===== config.mk =====
export PLATFORM = sky130hd
export DESIGN_NAME = mc_controller_flat
export DESIGN_NICKNAME = d
export VERILOG_FILES = /design/src/rtl/mips_pkg.sv /design/src/rtl/mc_controller_if.sv /design/src/rtl/mc_aludec.sv /design/src/rtl/mc_controller.sv /design/src/flat_wrapper.sv
export SDC_FILE = /design/constraint.sdc
export NUM_CORES = 1
export LEC_CHECK = 0
export CORE_MARGIN = 8
export CORE_UTILIZATION = 43
export DETAILED_ROUTE_END_ITERATION = 6
export PLACE_DENSITY_LB_ADDON = 0.15
export REMOVE_ABC_BUFFERS = 1
export SLEW_MARGIN = 20
export SYNTH_ARGS = -nofsm -noshare
export SYNTH_HDL_FRONTEND = slang
export SYNTH_SLANG_ARGS = --single-unit

===== constraint.sdc =====
create_clock -name clk -period 4.8 [get_ports clk]
set_input_delay 0.96 -clock clk [delete_from_list [all_inputs] [get_ports clk]]
set_output_delay 0.96 -clock clk [all_outputs]
set_load 0.02 [all_outputs]

===== src/rtl/mips_pkg.sv =====
// Shared definitions for the multicycle MIPS control unit:
// opcode/funct codes, FSM state enum, aluop and alucontrol encodings.
package mips_pkg;

    localparam logic [5:0] OP_R    = 6'b000000;
    localparam logic [5:0] OP_LW   = 6'b100011;
    localparam logic [5:0] OP_SW   = 6'b101011;
    localparam logic [5:0] OP_BEQ  = 6'b000100;
    localparam logic [5:0] OP_BNE  = 6'b000101;
    localparam logic [5:0] OP_ADDI = 6'b001000;
    localparam logic [5:0] OP_ANDI = 6'b001100;
    localparam logic [5:0] OP_ORI  = 6'b001101;
    localparam logic [5:0] OP_J    = 6'b000010;

    localparam logic [5:0] FN_ADD = 6'b100000;
    localparam logic [5:0] FN_SUB = 6'b100010;
    localparam logic [5:0] FN_AND = 6'b100100;
    localparam logic [5:0] FN_OR  = 6'b100101;
    localparam logic [5:0] FN_SLT = 6'b101010;

    localparam logic [2:0] AC_ADD = 3'b010;
    localparam logic [2:0] AC_SUB = 3'b110;
    localparam logic [2:0] AC_AND = 3'b000;
    localparam logic [2:0] AC_OR  = 3'b001;
    localparam logic [2:0] AC_SLT = 3'b111;

    typedef enum logic [1:0] {
        ALU_ADD   = 2'b00,
        ALU_SUB   = 2'b01,
        ALU_FUNCT = 2'b10,
        ALU_LOGIC = 2'b11
    } aluop_t;

    typedef enum logic [3:0] {
        FETCH, DECODE, MEMADR, MEMRD, MEMWB, MEMWR,
        RTYPEEX, RTYPEWB, BEQEX, IMMEX, IMMWB, JEX
    } state_t;

endpackage


===== src/rtl/mc_controller_if.sv =====
// Control-unit bus: instruction fields and status in, datapath controls out.
// master = datapath side, slave = controller side.
interface mc_controller_if;
    logic [5:0] op;
    logic [5:0] funct;
    logic       zero;
    logic       mem_ready;
    logic       iord;
    logic       memwrite;
    logic       irwrite;
    logic       regdst;
    logic       memtoreg;
    logic       regwrite;
    logic       alusrca;
    logic       zeroimm;
    logic       pcen;
    logic       illegal;
    logic [1:0] alusrcb;
    logic [1:0] pcsrc;
    logic [2:0] alucontrol;

    modport master (
        output op, funct, zero, mem_ready,
        input  iord, memwrite, irwrite, regdst, memtoreg, regwrite,
        input  alusrca, zeroimm, pcen, illegal, alusrcb, pcsrc, alucontrol
    );

    modport slave (
        input  op, funct, zero, mem_ready,
        output iord, memwrite, irwrite, regdst, memtoreg, regwrite,
        output alusrca, zeroimm, pcen, illegal, alusrcb, pcsrc, alucontrol
    );
endinterface


===== src/rtl/mc_aludec.sv =====
// ALU decoder: maps aluop (+funct / op[0]) to the 3-bit ALU control.
// Ports: i_funct, i_aluop, i_op0 in; o_alucontrol out.
module mc_aludec
    import mips_pkg::*;
(
    input  logic [5:0] i_funct,
    input  aluop_t     i_aluop,
    input  logic       i_op0,
    output logic [2:0] o_alucontrol
);

    always_comb begin
        o_alucontrol = AC_ADD;
        unique case (i_aluop)
            ALU_ADD:   o_alucontrol = AC_ADD;
            ALU_SUB:   o_alucontrol = AC_SUB;
            // andi vs ori differ only in op[0]
            ALU_LOGIC: o_alucontrol = i_op0 ? AC_OR : AC_AND;
            ALU_FUNCT: begin
                case (i_funct)
                    FN_ADD:  o_alucontrol = AC_ADD;
                    FN_SUB:  o_alucontrol = AC_SUB;
                    FN_AND:  o_alucontrol = AC_AND;
                    FN_OR:   o_alucontrol = AC_OR;
                    FN_SLT:  o_alucontrol = AC_SLT;
                    default: o_alucontrol = AC_ADD;
                endcase
            end
            default: o_alucontrol = AC_ADD;
        endcase
    end

endmodule


===== src/rtl/mc_controller.sv =====
// Multicycle MIPS control FSM with memory handshake and illegal-op flag.
// Ports: clk, reset_n (async active-low), bus (mc_controller_if.slave).
module mc_controller
    import mips_pkg::*;
#(
    parameter bit ENABLE_BNE     = 1'b1,
    parameter bit ENABLE_ZEROIMM = 1'b1
) (
    input  logic                  clk,
    input  logic                  reset_n,
    mc_controller_if.slave        bus
);

    state_t     r_state;
    state_t     w_next;
    logic       r_illegal;

    logic       w_ldst, w_rtype, w_beq, w_bne, w_br;
    logic       w_logic, w_imm, w_jmp, w_bad;
    logic       w_iord, w_memwrite, w_irwrite, w_regdst;
    logic       w_memtoreg, w_regwrite, w_alusrca, w_zeroimm;
    logic       w_pcwrite, w_branch, w_bne_s;
    logic [1:0] w_alusrcb, w_pcsrc;
    aluop_t     w_aluop;

    assign w_ldst  = (bus.op == OP_LW) || (bus.op == OP_SW);
    assign w_rtype = (bus.op == OP_R);
    assign w_beq   = (bus.op == OP_BEQ);
    assign w_bne   = ENABLE_BNE && (bus.op == OP_BNE);
    assign w_br    = w_beq || w_bne;
    assign w_logic = ENABLE_ZEROIMM &&
                     ((bus.op == OP_ANDI) || (bus.op == OP_ORI));
    assign w_imm   = (bus.op == OP_ADDI) || w_logic;
    assign w_jmp   = (bus.op == OP_J);
    assign w_bad   = !(w_ldst || w_rtype || w_br || w_imm || w_jmp);

    always_comb begin
        w_next = r_state;
        unique case (r_state)
            FETCH:   if (bus.mem_ready) w_next = DECODE;
            DECODE: begin
                unique case (1'b1)
                    w_ldst:  w_next = MEMADR;
                    w_rtype: w_next = RTYPEEX;
                    w_br:    w_next = BEQEX;
                    w_imm:   w_next = IMMEX;
                    w_jmp:   w_next = JEX;
                    default: w_next = FETCH;
                endcase
            end
            MEMADR:  w_next = (bus.op == OP_SW) ? MEMWR : MEMRD;
            MEMRD:   if (bus.mem_ready) w_next = MEMWB;
            MEMWB:   w_next = FETCH;
            MEMWR:   if (bus.mem_ready) w_next = FETCH;
            RTYPEEX: w_next = RTYPEWB;
            RTYPEWB: w_next = FETCH;
            BEQEX:   w_next = FETCH;
            IMMEX:   w_next = IMMWB;
            IMMWB:   w_next = FETCH;
            JEX:     w_next = FETCH;
            default: w_next = FETCH;
        endcase
    end

    always_ff @(posedge clk or negedge reset_n) begin
        if (!reset_n) begin
            r_state   <= FETCH;
            r_illegal <= 1'b0;
        end else begin
            r_state   <= w_next;
            // set for the single cycle following a bad DECODE
            r_illegal <= (r_state == DECODE) && w_bad;
        end
    end

    always_comb begin
        w_iord     = 1'b0;
        w_memwrite = 1'b0;
        w_irwrite  = 1'b0;
        w_regdst   = 1'b0;
        w_memtoreg = 1'b0;
        w_regwrite = 1'b0;
        w_alusrca  = 1'b0;
        w_zeroimm  = 1'b0;
        w_pcwrite  = 1'b0;
        w_branch   = 1'b0;
        w_bne_s    = 1'b0;
        w_alusrcb  = 2'b00;
        w_pcsrc    = 2'b00;
        w_aluop    = ALU_ADD;
        unique case (r_state)
            FETCH: begin
                w_alusrcb = 2'b01;
                w_irwrite = bus.mem_ready;
                w_pcwrite = bus.mem_ready;
            end
            DECODE:  w_alusrcb = 2'b11;
            MEMADR: begin
                w_alusrca = 1'b1;
                w_alusrcb = 2'b10;
            end
            MEMRD:   w_iord = 1'b1;
            MEMWB: begin
                w_memtoreg = 1'b1;
                w_regwrite = 1'b1;
            end
            MEMWR: begin
                w_iord     = 1'b1;
                w_memwrite = 1'b1;
            end
            RTYPEEX: begin
                w_alusrca = 1'b1;
                w_aluop   = ALU_FUNCT;
            end
            RTYPEWB: begin
                w_regdst   = 1'b1;
                w_regwrite = 1'b1;
            end
            BEQEX: begin
                w_alusrca = 1'b1;
                w_aluop   = ALU_SUB;
                w_pcsrc   = 2'b01;
                w_branch  = w_beq;
                w_bne_s   = w_bne;
            end
            IMMEX: begin
                w_alusrca = 1'b1;
                w_alusrcb = 2'b10;
                w_aluop   = w_logic ? ALU_LOGIC : ALU_ADD;
                w_zeroimm = w_logic;
            end
            // keep the logic-op selection stable through writeback
            IMMWB: begin
                w_regwrite = 1'b1;
                w_aluop    = w_logic ? ALU_LOGIC : ALU_ADD;
                w_zeroimm  = w_logic;
            end
            JEX: begin
                w_pcsrc   = 2'b10;
                w_pcwrite = 1'b1;
            end
            default: ;
        endcase
    end

    mc_aludec u_aludec (
        .i_funct      (bus.funct),
        .i_aluop      (w_aluop),
        .i_op0        (bus.op[0]),
        .o_alucontrol (bus.alucontrol)
    );

    // write enables are gated by reset_n so they drop with reset,
    // independent of mem_ready
    assign bus.iord     = w_iord;
    assign bus.memwrite = w_memwrite & reset_n;
    assign bus.irwrite  = w_irwrite & reset_n;
    assign bus.regdst   = w_regdst;
    assign bus.memtoreg = w_memtoreg;
    assign bus.regwrite = w_regwrite & reset_n;
    assign bus.alusrca  = w_alusrca;
    assign bus.zeroimm  = w_zeroimm;
    assign bus.alusrcb  = w_alusrcb;
    assign bus.pcsrc    = w_pcsrc;
    assign bus.illegal  = r_illegal;
    assign bus.pcen     = reset_n & (w_pcwrite |
                                     (w_branch & bus.zero) |
                                     (w_bne_s & ~bus.zero));

endmodule


===== src/flat_wrapper.sv =====
// flat-port wrapper written by rule: the top's interface ports become plain ports
module mc_controller_flat import mips_pkg::*;
#(
    parameter bit ENABLE_BNE     = 1'b1,
    parameter bit ENABLE_ZEROIMM = 1'b1
)
  (clk, reset_n, bus_op, bus_funct, bus_zero, bus_mem_ready, bus_iord, bus_memwrite, bus_irwrite, bus_regdst, bus_memtoreg, bus_regwrite, bus_alusrca, bus_zeroimm, bus_pcen, bus_illegal, bus_alusrcb, bus_pcsrc, bus_alucontrol);
  mc_controller_if bus_i ();
  input  logic clk;
  input  logic reset_n;
  input wire logic [$bits(bus_i.op)-1:0] bus_op;
  input wire logic [$bits(bus_i.funct)-1:0] bus_funct;
  input wire logic [$bits(bus_i.zero)-1:0] bus_zero;
  input wire logic [$bits(bus_i.mem_ready)-1:0] bus_mem_ready;
  output wire logic [$bits(bus_i.iord)-1:0] bus_iord;
  output wire logic [$bits(bus_i.memwrite)-1:0] bus_memwrite;
  output wire logic [$bits(bus_i.irwrite)-1:0] bus_irwrite;
  output wire logic [$bits(bus_i.regdst)-1:0] bus_regdst;
  output wire logic [$bits(bus_i.memtoreg)-1:0] bus_memtoreg;
  output wire logic [$bits(bus_i.regwrite)-1:0] bus_regwrite;
  output wire logic [$bits(bus_i.alusrca)-1:0] bus_alusrca;
  output wire logic [$bits(bus_i.zeroimm)-1:0] bus_zeroimm;
  output wire logic [$bits(bus_i.pcen)-1:0] bus_pcen;
  output wire logic [$bits(bus_i.illegal)-1:0] bus_illegal;
  output wire logic [$bits(bus_i.alusrcb)-1:0] bus_alusrcb;
  output wire logic [$bits(bus_i.pcsrc)-1:0] bus_pcsrc;
  output wire logic [$bits(bus_i.alucontrol)-1:0] bus_alucontrol;
  assign bus_i.op = bus_op;
  assign bus_i.funct = bus_funct;
  assign bus_i.zero = bus_zero;
  assign bus_i.mem_ready = bus_mem_ready;
  assign bus_iord = bus_i.iord;
  assign bus_memwrite = bus_i.memwrite;
  assign bus_irwrite = bus_i.irwrite;
  assign bus_regdst = bus_i.regdst;
  assign bus_memtoreg = bus_i.memtoreg;
  assign bus_regwrite = bus_i.regwrite;
  assign bus_alusrca = bus_i.alusrca;
  assign bus_zeroimm = bus_i.zeroimm;
  assign bus_pcen = bus_i.pcen;
  assign bus_illegal = bus_i.illegal;
  assign bus_alusrcb = bus_i.alusrcb;
  assign bus_pcsrc = bus_i.pcsrc;
  assign bus_alucontrol = bus_i.alucontrol;
  mc_controller #(.ENABLE_BNE(ENABLE_BNE), .ENABLE_ZEROIMM(ENABLE_ZEROIMM)) u_core (.clk(clk), .reset_n(reset_n), .bus(bus_i));
endmodule

# Yosys cells after proc, flatten, opt, wreduce, memory -nomap -nowiden
# Index checks and enable logic that the tools add are counted.
[op_classes]
addsub = 0
mul = 0
div = 0
order_cmp = 0
eq_ne = 29
shifts = 0
n_mux = 24
bitwise = 9
reduce_logical = 19
[ops]
columns = ["operator", "n"]
rows = [
  ["$eq A6 B6 Y1 const B", 6],
  ["$pmux W4 S7", 1],
  ["$pmux W3 S4", 2],
  ["$pmux W4 S5", 1],
  ["$eq A6 B4 Y1 const B", 3],
  ["$eq A4 B3 Y1 const B", 4],
  ["$eq A4 B4 Y1 const B", 4],
  ["$eq A6 B3 Y1 const B", 2],
  ["$mux W4", 3],
  ["$pmux W2 S3", 2],
  ["$mux W1", 11],
  ["$eq A4 B2 Y1 const B", 2],
  ["$logic_or A1 B1 Y1", 8],
  ["$and A1 B1 Y1", 6],
  ["$eq A6 B2 Y1 const B", 1],
  ["$logic_not A6 Y1", 1],
  ["$ne A2 B2 Y1 const B", 3],
  ["$reduce_or A2 Y1", 3],
  ["$eq A2 B2 Y1 const B", 2],
  ["$eq A4 B1 Y1 const B", 1],
  ["$logic_not A4 Y1", 1],
  ["$pmux W2 S2", 1],
  ["$reduce_or A4 Y1", 1],
  ["$mux W3", 1],
  ["10 further kinds", 11],
]
[word_totals]
regBits = 5
latchBits = 0
ramBits = 0
rom_bits = 0
input_bits = 16
out_inout_bits = 17
elab_cells = 83
memories = 0

# Depth between registers and ports, before layout
[depth]
ltp_word = 8
ltp_mapped = 5
depth_no_buf = 4

# Cells and area by module
# A second synthesis with hierarchy kept.
[hier_totals]
hier_cells = 96
hier_area_um2 = 684.4
[modules_own_cells]
columns = ["module", "n_inst", "cells_per_inst", "area_per_inst_um2", "seq_area_each_um2"]
rows = [
  ["mc_controller", 1, 83, 601.8, 125.1],
  ["mc_aludec", 1, 13, 82.6, 0.0],
]

# Least setup slack after synthesis
# Ideal clock, no wire load.
[synth_timing]
kind = "input -> output"
startpoint = "input port bus_op[5]"
endpoint = "output port bus_alucontrol[0]"
arrival_time_ps = 2183
required_time_ps = 3840
path_slack_ps = 1657
path_stages = 4
n_path_buf = 0
path_cell_list = "or3b_4 > or3_4 > a211oi_2 > o22a_1"
[synth_via]
elab_chain_len = 6
word_cells_on_any_way = 10
cone_classes = "eq/ne: 5; mux: 3; reduce/logical: 2"
[synth_lines]
columns = ["element", "line", "text"]
rows = [
  ["start: declaration", "flat_wrapper.sv:11", "input wire logic [$bits(bus_i.op)-1:0] bus_op;"],
  ["$eq A6 B4 Y1", "mc_controller.sv:32", "((bus.op == OP_ANDI) || (bus.op == OP_ORI));"],
  ["$logic_or A1 B1 Y1 *", "mc_controller.sv:32", ""],
  ["$mux W2 *", "mc_controller.sv:129, mc_controller.sv:135", ""],
  ["$pmux W2 S3 *", "mc_controller.sv:91", "unique case (r_state)"],
  ["$eq A2 B2 Y1 (tied with other cells)", "mc_aludec.sv:14", "unique case (i_aluop)"],
  ["$pmux W3 S4 *", "mc_aludec.sv:14", ""],
  ["end: declaration", "flat_wrapper.sv:27", "output wire logic [$bits(bus_i.alucontrol)-1:0] bus_alucontrol;"],
]
# Mark *: on every way between the ends. The rest lies on a longest branch, timed or not.

# Worst setup path in the final report
[layout_timing]
startpoint = "input port bus_op[2]"
endpoint = "output port bus_alucontrol[0]"
# Same word-level chain as after synthesis.

==> results.py <==
metrics = {
    "outcome": {
        "status": "complete, no violations",
    },
    "timing": {
        "max-slew-margin-rel": 0.650,
        "worst_pin_slew_ns": 0.526,
        "fmax_mhz": 238,
        "rsz0062_at_grt": "no",
        "finalMaxSlewViolations": 0,
        "setup_tns_ns": 0,
        "finalHoldViolations": 0,
        "min_period_over_period": 0.874,
        "finalClockSkew_ns": 0.00396,
        "min_period_ns": 4.19,
        "setup_viol": 0,
    },
    "global_route": {
        "globalRouteOverflowTotal": 0,
        "grt_pass1_vias": 834,
        "grt_pass1_wl_mm": 3.62,
        "antenna_found_initial": 0,
        "grt_usage": 0.135,
        "grt_max_degree": 18,
    },
    "floorplan": {
        "start_util": 0.461,
        "die_area_sq_um": 3190,
        "num_rows": 14,
        "fp.dieW_um": 56.4,
        "num_io_pins": 33,
        "core-area_sq_um": 1520,
        "fp.dieH_um": 56.4,
    },
    "worst_setup_path": {
        "end_kind": "output port",
        "crit_fanout": 5,
        "reg2reg_slack_ns": 3.09,
        "slowest_delay_ns": 0.60,
        "crit_chain": "clkdlybuf4s50_1, or3b_4, or3_4, a211oi_2, o22a_1, clkdlybuf4s50_1",
        "regToRegStartpoint": "u_core.r_state[1]",
        "r2r_cells": 3,
        "cp-start-kind": "primary input",
        "cp_slowest_cell": "clkdlybuf4s50_1",
        "path_common_cell": "clkdlybuf4s50_1",
        "cp.arrival_ns": 3.23,
        "crit_type": "primary input to output port",
        "timing.rr.end": "u_core.r_state[0]",
        "critical_path_required_ns": 3.84,
    },
    "yosys": {
        "ys_async_sr_fraction": 1.00,
        "synth_seq_cells": 5,
        "synth_edf_count": 0,
        "synthesis.area_sq_um": 703,
        "synth_cell_types": 40,
        "syn_avg_cell_area_sq_um": 6.83,
        "ys_seq_area_frac": 0.178,
        "synth_cells": 103,
        "synth-main-ff-cell": "dfrtp_1",
        "yosysWarnings": 0,
    },
    "pwr": {
        "p_clk_frac": 0.110,
        "ir_worst_vdd_uv": 308,
        "p_sw_frac": 0.486,
        "p_seq_frac": 0.251,
        "power.density_nw_per_um2": 407,
        "p_int_uw": 217,
        "p_sw_uw": 205,
        "total_power_uw": 422,
        "p_comb_frac": 0.638,
        "power.leakage_nw": 0.423,
    },
    "route": {
        "drc": 0,
        "first_iter_violations": 16,
        "first_pass_iters": 4,
        "finalWirelength_mm": 2.12,
        "ant_nets": 0,
        "viasPerCell": 5.95,
        "vias": 875,
        "post_drt_wl_per_cell_um": 14.4,
    },
    "clocking": {
        "cts-root-buf": "clkbuf_4",
        "post_cts_resized": 0,
        "post_cts_buffers": 0,
        "cts_buffers": 3,
        "clkSinkCount": 5,
        "clock_latency_ns": 0.24,
        "cts_tree": "built",
        "cts_hold_buf": 0,
        "cts_buffer_depth": 2,
        "clkTransAtPathRegs_ns": 0.04,
        "htree_levels": 1,
    },
    "min_path": {
        "hold_path.class": "register to register",
        "min-delay-start": "u_core.r_state[3]",
        "whs_endpoint": "u_core.r_state[0]",
        "holdPathStages": 1,
    },
    "finish": {
        "layout_common_cells": "32 x clkdlybuf4s50_1, 17 x nor2_1, 9 x nor3_1, 6 x nand2b_1",
        "nFillCells": 140,
        "multi_input_area_sq_um": 528,
        "layout_commonest_cell": "clkdlybuf4s50_1",
        "syn2layout_area_growth_pct": 47.7,
        "layout.area.seq_sq_um": 125,
        "diodes": 0,
        "layout-drive-gt1-share": 0.0611,
        "finalNetCount": 148,
    },
    "place": {
        "place.gp.congestion": 0.857,
        "io_buffers": 32,
        "hpwl_mm": 1.68,
    },
    "job": {
        "drv_cap": 0,
    },
}
## routing by layer
metal / GRT usage / vias to the layer above / wire [um]
met5: 0 / - / 0
met4: 0.0722 / 0 / 34
met3: 0.0404 / 4 / 140
met2: 0.227 / 35 / 1050
met1: 0.146 / 404 / 897
li1: - / 432 / -
## stage by stage
step	setup WS [ns]	std cells	hold WS, ns	utilization	cell area [sq um]
finish	0.607	147	0.726	0.681	1040
global route	0.548	147	0.798	0.681	1040
CTS	0.593	147	0.714	0.681	1040
detailed placement	0.600	143	0.716	0.664	1010
global placement	0.650	143	0.703	0.664	1010
floorplan	1.66	95	0.608	-	672
## critical path, delay by kind of cell
family / cells / cell delay (ns)
compound gates: 2 / 0.36
buf+inv: 2 / 1.11
simple gates: 2 / 0.82
## synth_stat cells (all sizes together), types with 2 or more instances
library cell   n  area [sq um]
nor2          17          63.8
nor3           9          45.0
clkbuf         7          26.3
nand2b         6          37.5
a31oi          5          31.3
dfrtp          5           125
inv            5          18.8
nand2          4          15.0
nand3          4          20.0
a21o           3          22.5
a21oi          3          15.0
o21ai          3          15.0
o32ai          3          26.3
mux2i          2          20.0
nor3b          2          15.0
## worst max path at each step
stage	startpoint	endpoint	slack, ns
global placement	bus_op[2]	bus_alucontrol[0]	0.65
CTS	bus_op[2]	bus_alucontrol[0]	0.59
detailed placement	bus_op[2]	bus_alucontrol[0]	0.60
global route	bus_op[2]	bus_alucontrol[0]	0.55
floorplan	bus_op[5]	bus_alucontrol[0]	1.66
finish	bus_op[2]	bus_alucontrol[0]	0.61
## kinds of logic after synthesis
| logic type | count (synthesis) | synth area share |
|---|---|---|
| AND/OR/NAND/NOR | 53 | 0.402 |
| AO/OA/AOI/OAI | 28 | 0.295 |
| buffers and inverters | 13 | 0.0712 |
| flip-flops | 5 | 0.178 |
| XOR/XNOR | 2 | 0.0249 |
| multiplexers | 2 | 0.0285 |
## state kept, by name (all words and copies together) (netlist names)
signal              cells
u_core.bus.illegal      1
u_core.r_state          4
## power groups by stage
stage               clock (mW)  combinational, mW  sequential, mW
floorplan                    0              0.162          0.0977
finish                  0.0466              0.270           0.106
global placement             0              0.267           0.106
CTS                     0.0476              0.271           0.105
global route            0.0514              0.297           0.113
detailed placement           0              0.269           0.106
## cell type report
| type | instances | area share |
|---|---|---|
| sequential | 5 | 0.120 |
| clock buffer | 4 | 0.0253 |
| multi-input combinational | 85 | 0.508 |
| timing repair buffer | 32 | 0.308 |
| tap | 16 | 0.0193 |
| inverter | 5 | 0.0181 |
(Power assumes the default switching activity.)
